## src/rtl/receive_data.sv

```systemverilog
// -----------------------------------------------------------------------------
// receive_data
//
// Purpose:
//   Parses fixed-length command frames arriving from the UART receiver and
//   applies them to the game logic. Frame format is SYNC (0xFF), TYPE, PAYLOAD
//   and, when RX_CHECKSUM_EN is defined, a CHECK byte equal to
//   TYPE ^ PAYLOAD ^ 0x5A. Accepted frames update the game-state or target
//   registers, issue an operate-command strobe, or push a byte into a small
//   first-word-fall-through script FIFO. Rejected frames and mid-frame
//   timeouts are counted in a saturating error counter.
//
// Optional feature macro: RX_CHECKSUM_EN (adds the CHECK byte and GET_CHECK).
//
// Parameters:
//   SCRIPT_DEPTH    script FIFO depth, power of 2, >= 2
//   TIMEOUT_CYCLES  idle cycles tolerated between bytes inside a frame
//
// Ports:
//   uart_clk      in   clock, all state changes on the rising edge
//   rst           in   asynchronous active-high reset
//   rx_data[7:0]  in   received byte, valid while rx_valid=1
//   rx_valid      in   one-cycle strobe per received byte
//   game_state    out  last committed game-state byte
//   target        out  last committed target byte
//   op_cmd        out  last committed operate command
//   op_valid      out  one-cycle pulse when op_cmd is updated
//   script_data   out  FIFO head byte (0x00 while empty)
//   script_valid  out  FIFO not empty
//   script_ready  in   consumer pops the head when script_valid & script_ready
//   frame_ok      out  one-cycle pulse per accepted frame
//   err_count     out  saturating count of rejected frames and timeouts
//   overflow      out  sticky, set on a script push while the FIFO is full
// -----------------------------------------------------------------------------
module receive_data #(
    parameter int SCRIPT_DEPTH   = 8,
    parameter int TIMEOUT_CYCLES = 100000
) (
    input  logic       uart_clk,
    input  logic       rst,
    input  logic [7:0] rx_data,
    input  logic       rx_valid,
    output logic [7:0] game_state,
    output logic [7:0] target,
    output logic [7:0] op_cmd,
    output logic       op_valid,
    output logic [7:0] script_data,
    output logic       script_valid,
    input  logic       script_ready,
    output logic       frame_ok,
    output logic [7:0] err_count,
    output logic       overflow
);

    localparam int PTR_W = $clog2(SCRIPT_DEPTH);
    localparam int CNT_W = PTR_W + 1;
    localparam int TO_W  = $clog2(TIMEOUT_CYCLES + 1);

    localparam logic [7:0] SYNC_BYTE    = 8'hFF;
    localparam logic [7:0] TYPE_STATE   = 8'h01;
    localparam logic [7:0] TYPE_TARGET  = 8'h02;
    localparam logic [7:0] TYPE_OPERATE = 8'h03;
    localparam logic [7:0] TYPE_SCRIPT  = 8'h04;

`ifdef RX_CHECKSUM_EN
    typedef enum logic [2:0] {IDLE, GET_TYPE, GET_PAYLOAD, GET_CHECK, COMMIT} state_t;
`else
    typedef enum logic [2:0] {IDLE, GET_TYPE, GET_PAYLOAD, COMMIT} state_t;
`endif

    state_t            state_reg;
    logic [7:0]        type_reg;
    logic [7:0]        payload_reg;
`ifdef RX_CHECKSUM_EN
    logic [7:0]        check_reg;
`endif
    logic [TO_W-1:0]   timer_reg;

    // Script FIFO storage and bookkeeping
    logic [7:0]        fifo_mem [SCRIPT_DEPTH];
    logic [PTR_W-1:0]  wr_ptr_reg;
    logic [PTR_W-1:0]  rd_ptr_reg;
    logic [CNT_W-1:0]  count_reg;

    logic fifo_full;
    logic pop;
    logic push;
    logic in_frame;
    logic timeout;
    logic sync_seen;
    logic in_commit;
    logic check_good;
    logic type_known;
    logic fifo_blocked;
    logic accept;
    logic reject;
    logic overflow_set;
    logic err_inc;

    // ------------------------------------------------------------------
    // FIFO status; head is read combinationally for first-word fall-through
    // ------------------------------------------------------------------
    assign script_valid = (count_reg != '0);
    assign fifo_full    = (count_reg == CNT_W'(SCRIPT_DEPTH));
    assign pop          = script_valid & script_ready;
    assign script_data  = script_valid ? fifo_mem[rd_ptr_reg] : 8'h00;

    // ------------------------------------------------------------------
    // Frame parsing helpers
    // ------------------------------------------------------------------
    assign sync_seen = rx_valid && (rx_data == SYNC_BYTE);

`ifdef RX_CHECKSUM_EN
    assign in_frame   = (state_reg == GET_TYPE) || (state_reg == GET_PAYLOAD) ||
                        (state_reg == GET_CHECK);
    assign check_good = (check_reg == (type_reg ^ payload_reg ^ 8'h5A));
`else
    assign in_frame   = (state_reg == GET_TYPE) || (state_reg == GET_PAYLOAD);
    assign check_good = 1'b1;
`endif

    // A byte arriving in the same cycle as the limit keeps the frame alive.
    assign timeout = in_frame && !rx_valid &&
                     (timer_reg == TO_W'(TIMEOUT_CYCLES - 1));

    // ------------------------------------------------------------------
    // COMMIT decision
    // ------------------------------------------------------------------
    assign in_commit    = (state_reg == COMMIT);
    assign type_known   = (type_reg >= TYPE_STATE) && (type_reg <= TYPE_SCRIPT);
    // A pop in the same cycle frees the slot, so a full FIFO only blocks
    // when nothing is leaving.
    assign fifo_blocked = (type_reg == TYPE_SCRIPT) && fifo_full && !pop;
    assign accept       = in_commit && check_good && type_known && !fifo_blocked;
    assign reject       = in_commit && !accept;
    assign push         = accept && (type_reg == TYPE_SCRIPT);
    // A frame failing its checksum never touches the FIFO, so it cannot
    // raise overflow either.
    assign overflow_set = in_commit && check_good && fifo_blocked;
    // reject and timeout live in different states, so at most one fires.
    assign err_inc      = reject || timeout;

    // ------------------------------------------------------------------
    // FIFO storage (no reset; validity is tracked by count_reg)
    // ------------------------------------------------------------------
    always_ff @(posedge uart_clk) begin
        if (push) begin
            fifo_mem[wr_ptr_reg] <= payload_reg;
        end
    end

    // ------------------------------------------------------------------
    // Frame FSM, output registers, counters and FIFO pointers
    // ------------------------------------------------------------------
    always_ff @(posedge uart_clk or posedge rst) begin
        if (rst) begin
            state_reg   <= IDLE;
            type_reg    <= 8'h00;
            payload_reg <= 8'h00;
`ifdef RX_CHECKSUM_EN
            check_reg   <= 8'h00;
`endif
            timer_reg   <= '0;
            game_state  <= 8'h00;
            target      <= 8'h00;
            op_cmd      <= 8'h00;
            op_valid    <= 1'b0;
            frame_ok    <= 1'b0;
            err_count   <= 8'h00;
            overflow    <= 1'b0;
            wr_ptr_reg  <= '0;
            rd_ptr_reg  <= '0;
            count_reg   <= '0;
        end else begin
            // Inter-byte timer: runs only while a frame is in progress.
            if (rx_valid || !in_frame || timeout) begin
                timer_reg <= '0;
            end else begin
                timer_reg <= timer_reg + 1'b1;
            end

            case (state_reg)
                IDLE: begin
                    if (sync_seen) state_reg <= GET_TYPE;
                end
                GET_TYPE: begin
                    if (timeout) begin
                        state_reg <= IDLE;
                    end else if (sync_seen) begin
                        state_reg <= GET_TYPE;
                    end else if (rx_valid) begin
                        type_reg  <= rx_data;
                        state_reg <= GET_PAYLOAD;
                    end
                end
                GET_PAYLOAD: begin
                    if (timeout) begin
                        state_reg <= IDLE;
                    end else if (sync_seen) begin
                        state_reg <= GET_TYPE;
                    end else if (rx_valid) begin
                        payload_reg <= rx_data;
`ifdef RX_CHECKSUM_EN
                        state_reg   <= GET_CHECK;
`else
                        state_reg   <= COMMIT;
`endif
                    end
                end
`ifdef RX_CHECKSUM_EN
                GET_CHECK: begin
                    if (timeout) begin
                        state_reg <= IDLE;
                    end else if (sync_seen) begin
                        state_reg <= GET_TYPE;
                    end else if (rx_valid) begin
                        check_reg <= rx_data;
                        state_reg <= COMMIT;
                    end
                end
`endif
                COMMIT: begin
                    // A SYNC landing on the commit cycle starts the next frame.
                    state_reg <= sync_seen ? GET_TYPE : IDLE;
                end
                default: state_reg <= IDLE;
            endcase

            // Commit actions
            frame_ok <= accept;
            op_valid <= accept && (type_reg == TYPE_OPERATE);
            if (accept) begin
                case (type_reg)
                    TYPE_STATE:   game_state <= payload_reg;
                    TYPE_TARGET:  target     <= payload_reg;
                    TYPE_OPERATE: op_cmd     <= payload_reg;
                    default: ;
                endcase
            end

            if (overflow_set) overflow <= 1'b1;

            if (err_inc && (err_count != 8'hFF)) begin
                err_count <= err_count + 8'd1;
            end

            // FIFO pointers wrap naturally since the depth is a power of 2.
            if (push) wr_ptr_reg <= wr_ptr_reg + 1'b1;
            if (pop)  rd_ptr_reg <= rd_ptr_reg + 1'b1;
            case ({push, pop})
                2'b10:   count_reg <= count_reg + 1'b1;
                2'b01:   count_reg <= count_reg - 1'b1;
                default: ;
            endcase
        end
    end

endmodule

```

## config.mk

```make
export PLATFORM = sky130hd
export DESIGN_NAME = receive_data
export DESIGN_NICKNAME = d
export VERILOG_FILES = /design/src/rtl/receive_data.sv
export SDC_FILE = /design/constraint.sdc
export NUM_CORES = 1
export LEC_CHECK = 0
export ABC_AREA = 1
export CORE_ASPECT_RATIO = 1.5
export CORE_MARGIN = 2
export CORE_UTILIZATION = 58
export CTS_CLUSTER_DIAMETER = 60
export DETAILED_ROUTE_END_ITERATION = 10
export GPL_ROUTABILITY_DRIVEN = 0
export PLACE_DENSITY_LB_ADDON = 0.05
export SLEW_MARGIN = 20
export SYNTH_ARGS = -nofsm -noshare
export SYNTH_HDL_FRONTEND = slang
export SYNTH_SLANG_ARGS = --single-unit
```

## constraint.sdc

```tcl
create_clock -name uart_clk -period 2.7 [get_ports uart_clk]
set_clock_uncertainty 0.15 [all_clocks]
set_input_delay 0.27 -clock uart_clk [delete_from_list [all_inputs] [get_ports uart_clk]]
set_output_delay 0.27 -clock uart_clk [all_outputs]
set_load 0.01 [all_outputs]
```

==> out/results.txt <==
The logs give 31 for the count of cell types in the netlist and 7880 um2 for the final non-filler cell area. The highest fanout seen on the critical path is 17. The instance area at placement came out at 7180 um2.

Across all layers, the routed design uses 4858 vias. The final critical delay including setup and external delays was 2630 ps. At the placement stage, the worst setup path has a slack of 112 ps. Combinational share of power: 28.7%. Of the post-synthesis cell area, the dominant cell type holds 31.2%. The floorplan step defined a die boundary enclosing 11900 um2. The first global-routing pass estimated 23800 um of wire.

The startpoint of the most critical setup path was rd_ptr_reg[0]$_DFFE_PP0P_. The synthesized net count was 673; the peak supply drop was 596 uV. In this run the power density over the cells is 958 nW/um2. The share of total power dissipated in the clock network is 30.0%.

The run gives 56 as the number of top-level design ports. The hold violation total from the final report was 0; the initial standard-cell utilization of the core was 58.9%. The most used flip-flop cell after synthesis is sky130_fd_sc_hd__dfrtp_1. After detailed routing, the average wire length per cell comes to 16.6 um. In this run the worst hold path is classified as input port to asynchronous set/reset pin. The critical path goes through buf_4 -> clkbuf_16 -> o21ai_0 -> o22ai_1 -> o21ai_0 -> a31oi_1 -> dlygate4sd2_1. The proportion of register bits with asynchronous set or reset after synthesis came out at 55.6%.

Global routing consumed, on the met2 layer, 50.2% of the routing resources. For this run, global-route usage on met1 was measured as 26.4%. The tool flagged a number of max-cap violations equal to 0. The most prevalent standard cell on the critical path is sky130_fd_sc_hd__o21ai_0. The count of final max-slew check failures came out at 0. The average instance area after synthesis was 9.86 um2. The number of enable flip-flop cells after synthesis was 64.

In this design, the stage delay of the slowest critical-path cell is 480 ps. By area the synthesized netlist is led by sky130_fd_sc_hd__dfrtp_1, sky130_fd_sc_hd__edfxtp_1, sky130_fd_sc_hd__nand2_1. Headroom to the max-slew limit came out at 58.8%.

Sequential cells burn 41.3% of the power. The via count of the first global-routing pass was 4931. The run finished with clean final reports.

The floorplan die width works out to 89.8 um. STA classifies the critical path startpoint as a flip-flop. The tools report the endpoint type of the worst setup path as an output port.

In this run the critical register-to-register path is launched from type_reg[6]$_DFFE_PP0P_. The run gives 0 as the final antenna diode count. In the routed design, unresolved DRC markers number 0. Compared with the post-synthesis result, the final layout area differs by 22.9%. The first detailed-routing pass ran for 5 iterations. CTS saw 144 sinks. The die is 133 um tall. Static timing analysis puts the maximum clock frequency at 0.381 GHz. Synthesis inferred 144 register bits. The logs give 10900 um2 for the core region area and 73.6 ps for the final setup slack of the worst path.

The logic depth of the worst register-to-register path is 14. The worst-path cell with the longest stage delay was sky130_fd_sc_hd__dfrtp_2. After detailed routing, the number of vias per cell comes to 5.45.

In this run the cell area of the synthesized design comes to 6410 um2. The tools report the initial DRC count as 312. The clock tree root buffer cell was sky130_fd_sc_hd__clkbuf_16. After detailed routing, the total wire length is 14800 um. After legalization and detailed placement, the total HPWL measured 9790 um. The later pin in the worst-skew pair is clocked with a latency of 420 ps. The post-synthesis instance total was 650.

Dividing the final minimum period by the clock period gives 97.3%. The endpoint of the worst register-to-register path was count_reg[2]$_DFFE_PP0P_. After routing, the total negative slack on setup checks comes to 0 ps. Number of routed nets with antenna violations: 0. After clock tree synthesis, the clock-pin slew on the worst setup and hold paths is 60 ps. Summed over all layers, the global routing overflow is 0. Port buffering added 55 buffers. The run gives 61.2% as the register area share after synthesis. Setup repair after global routing left no endpoint under its margin. The tools report the utilization after layout as 72.4%.

Summed over all nets, the switching power comes to 2.70 mW. The register with the most flip-flops in the layout has 64 of them. Setup violations remaining at the end of the flow were counted as 0.

The logs give 3.39 nW for the static leakage and 47 for the number of placement rows. In this run switching power makes up 35.8% of total power. Of all cell types, the one taking the most synthesized area is sky130_fd_sc_hd__dfrtp_1. In the layout the commonest cells are sky130_fd_sc_hd__nand2_1, sky130_fd_sc_hd__nor2_1, sky130_fd_sc_hd__dfrtp_1. The most frequent standard cell in the layout excluding fill and tap cells was sky130_fd_sc_hd__nand2_1. No sink is reached through more buffers than the 2 on the longest clock path. For the worst setup path, the data required time is 2280 ps. TritonCTS built the clock tree. Data on the critical path arrives at its endpoint at 2210 ps. For the number of synthesis warnings, the log shows 0. For flop-to-flop paths, the worst setup slack is 260 ps.

In this run, CTS created clock tree buffers numbering 17. The fraction of final layout cells sized beyond drive strength 1 was 11.6%. For the number of antenna violations at the first check in global routing, the log shows 0. The setup path with the least slack is of type flip-flop to output port. For the pin with the worst max-slew slack, the measured transition is 618 ps. The number of nets in the final layout was 754. On the final layout, the worst hold slack is 20.4 ps.

The internal power was 4.84 mW; the global-route met3 utilization was 4.95%. met2 is the most crowded layer. Entering global routing, the biggest net connects 57 pins. The clock tree synthesis step divided the H-tree into 4 levels.

Global routing consumed, over all layers together, 25.7% of the routing resources.
-- worst max-delay path, delay by kind of cell, from the launching register on --
kind	cells	cell delay [ps]
AO/OA/AOI/OAI	4	610
flip-flops	1	480
buffers and inverters	3	670
-- kinds of logic (layout without fill, tap and decap cells) --
family,Yosys count,count (layout),synth area share [%]
and+or+nand+nor,327,327,22.6
adders and majority gates,11,11,2.15
DFF,144,144,61.2
AOI/OAI and AO/OA,86,86,7.23
buffers and inverters,62,156,4.04
xor gates and xnor gates,20,20,2.73
-- power groups by stage --
stage | clock [mW] | combinational, mW | sequential [mW]
floorplan | 0 | 1.32 | 2.95
global placement | 0 | 1.97 | 3.10
detailed placement | 0 | 2.05 | 3.11
CTS | 2.29 | 2.11 | 3.10
global route | 2.39 | 2.41 | 3.15
finish | 2.27 | 2.16 | 3.11
-- worst max-delay path by stage --
stage | to | slack (ps) | depth (start not counted)
4_1_cts | script_data[2] | 5 | 6
5_1_grt | script_data[7] | 10 | 7
3_5_place_dp | count_reg[2]$_DFFE_PP0P_ | 110 | 14
6_report | script_data[7] | 70 | 7
3_3_place_gp | count_reg[2]$_DFFE_PP0P_ | 190 | 14
2_1_floorplan | count_reg[0]$_DFFE_PP0P_ | 230 | 1
-- per-stage QoR --
stage / cells / power, mW
finish: 891 / 7.54
global route: 891 / 7.94
CTS: 886 / 7.49
detailed placement: 852 / 5.16
global placement: 852 / 5.07
floorplan: 650 / 4.28
-- metal layers --
| metal | vias to the layer above | share of wire, % |
|---|---|---|
| met4 | 0 | 3.2 |
| met5 | - | 0 |
| met2 | 158 | 57 |
| li1 | 2330 | - |
| met3 | 28 | 3.9 |
| met1 | 2342 | 36 |
-- layout make-up --
type / instances / area [um2]
Clock buffer: 17 / 425
Clock inverter: 15 / 149
Fill cell: 806 / 3000
Inverter: 48 / 189
Multi-Input combinational cell: 444 / 2230
Sequential cell: 144 / 3930
Tap cell: 147 / 184
Timing Repair Buffer: 74 / 761
Timing Repair inverter: 2 / 12.5
-- Yosys cell counts (4+ instances only) --
master                     count
sky130_fd_sc_hd__clkbuf_1     10
sky130_fd_sc_hd__a21oi_1       4
sky130_fd_sc_hd__o22ai_1       8
sky130_fd_sc_hd__edfxtp_1     64
sky130_fd_sc_hd__ha_1         11
sky130_fd_sc_hd__nor2_1       92
sky130_fd_sc_hd__xnor2_1       7
sky130_fd_sc_hd__inv_1        43
sky130_fd_sc_hd__xor2_1       13
sky130_fd_sc_hd__nor3_1       16
sky130_fd_sc_hd__nand4_1       5
sky130_fd_sc_hd__a31oi_1       8
sky130_fd_sc_hd__inv_2         5
sky130_fd_sc_hd__nand2_2       8
sky130_fd_sc_hd__nor2_2        4
sky130_fd_sc_hd__dfrtp_1      80
sky130_fd_sc_hd__o21ai_0      58
sky130_fd_sc_hd__nand2_1     155
sky130_fd_sc_hd__nand3_1      33
-- repair_timing --
action,CTS,global route
resized for setup,15,7
gates cloned,1,2
pin swaps,0,1
setup buffers,1,3
setup endpoints to repair,8,5
hold buffers,0,0
Note: power is estimated with default switching activity, not from simulation.
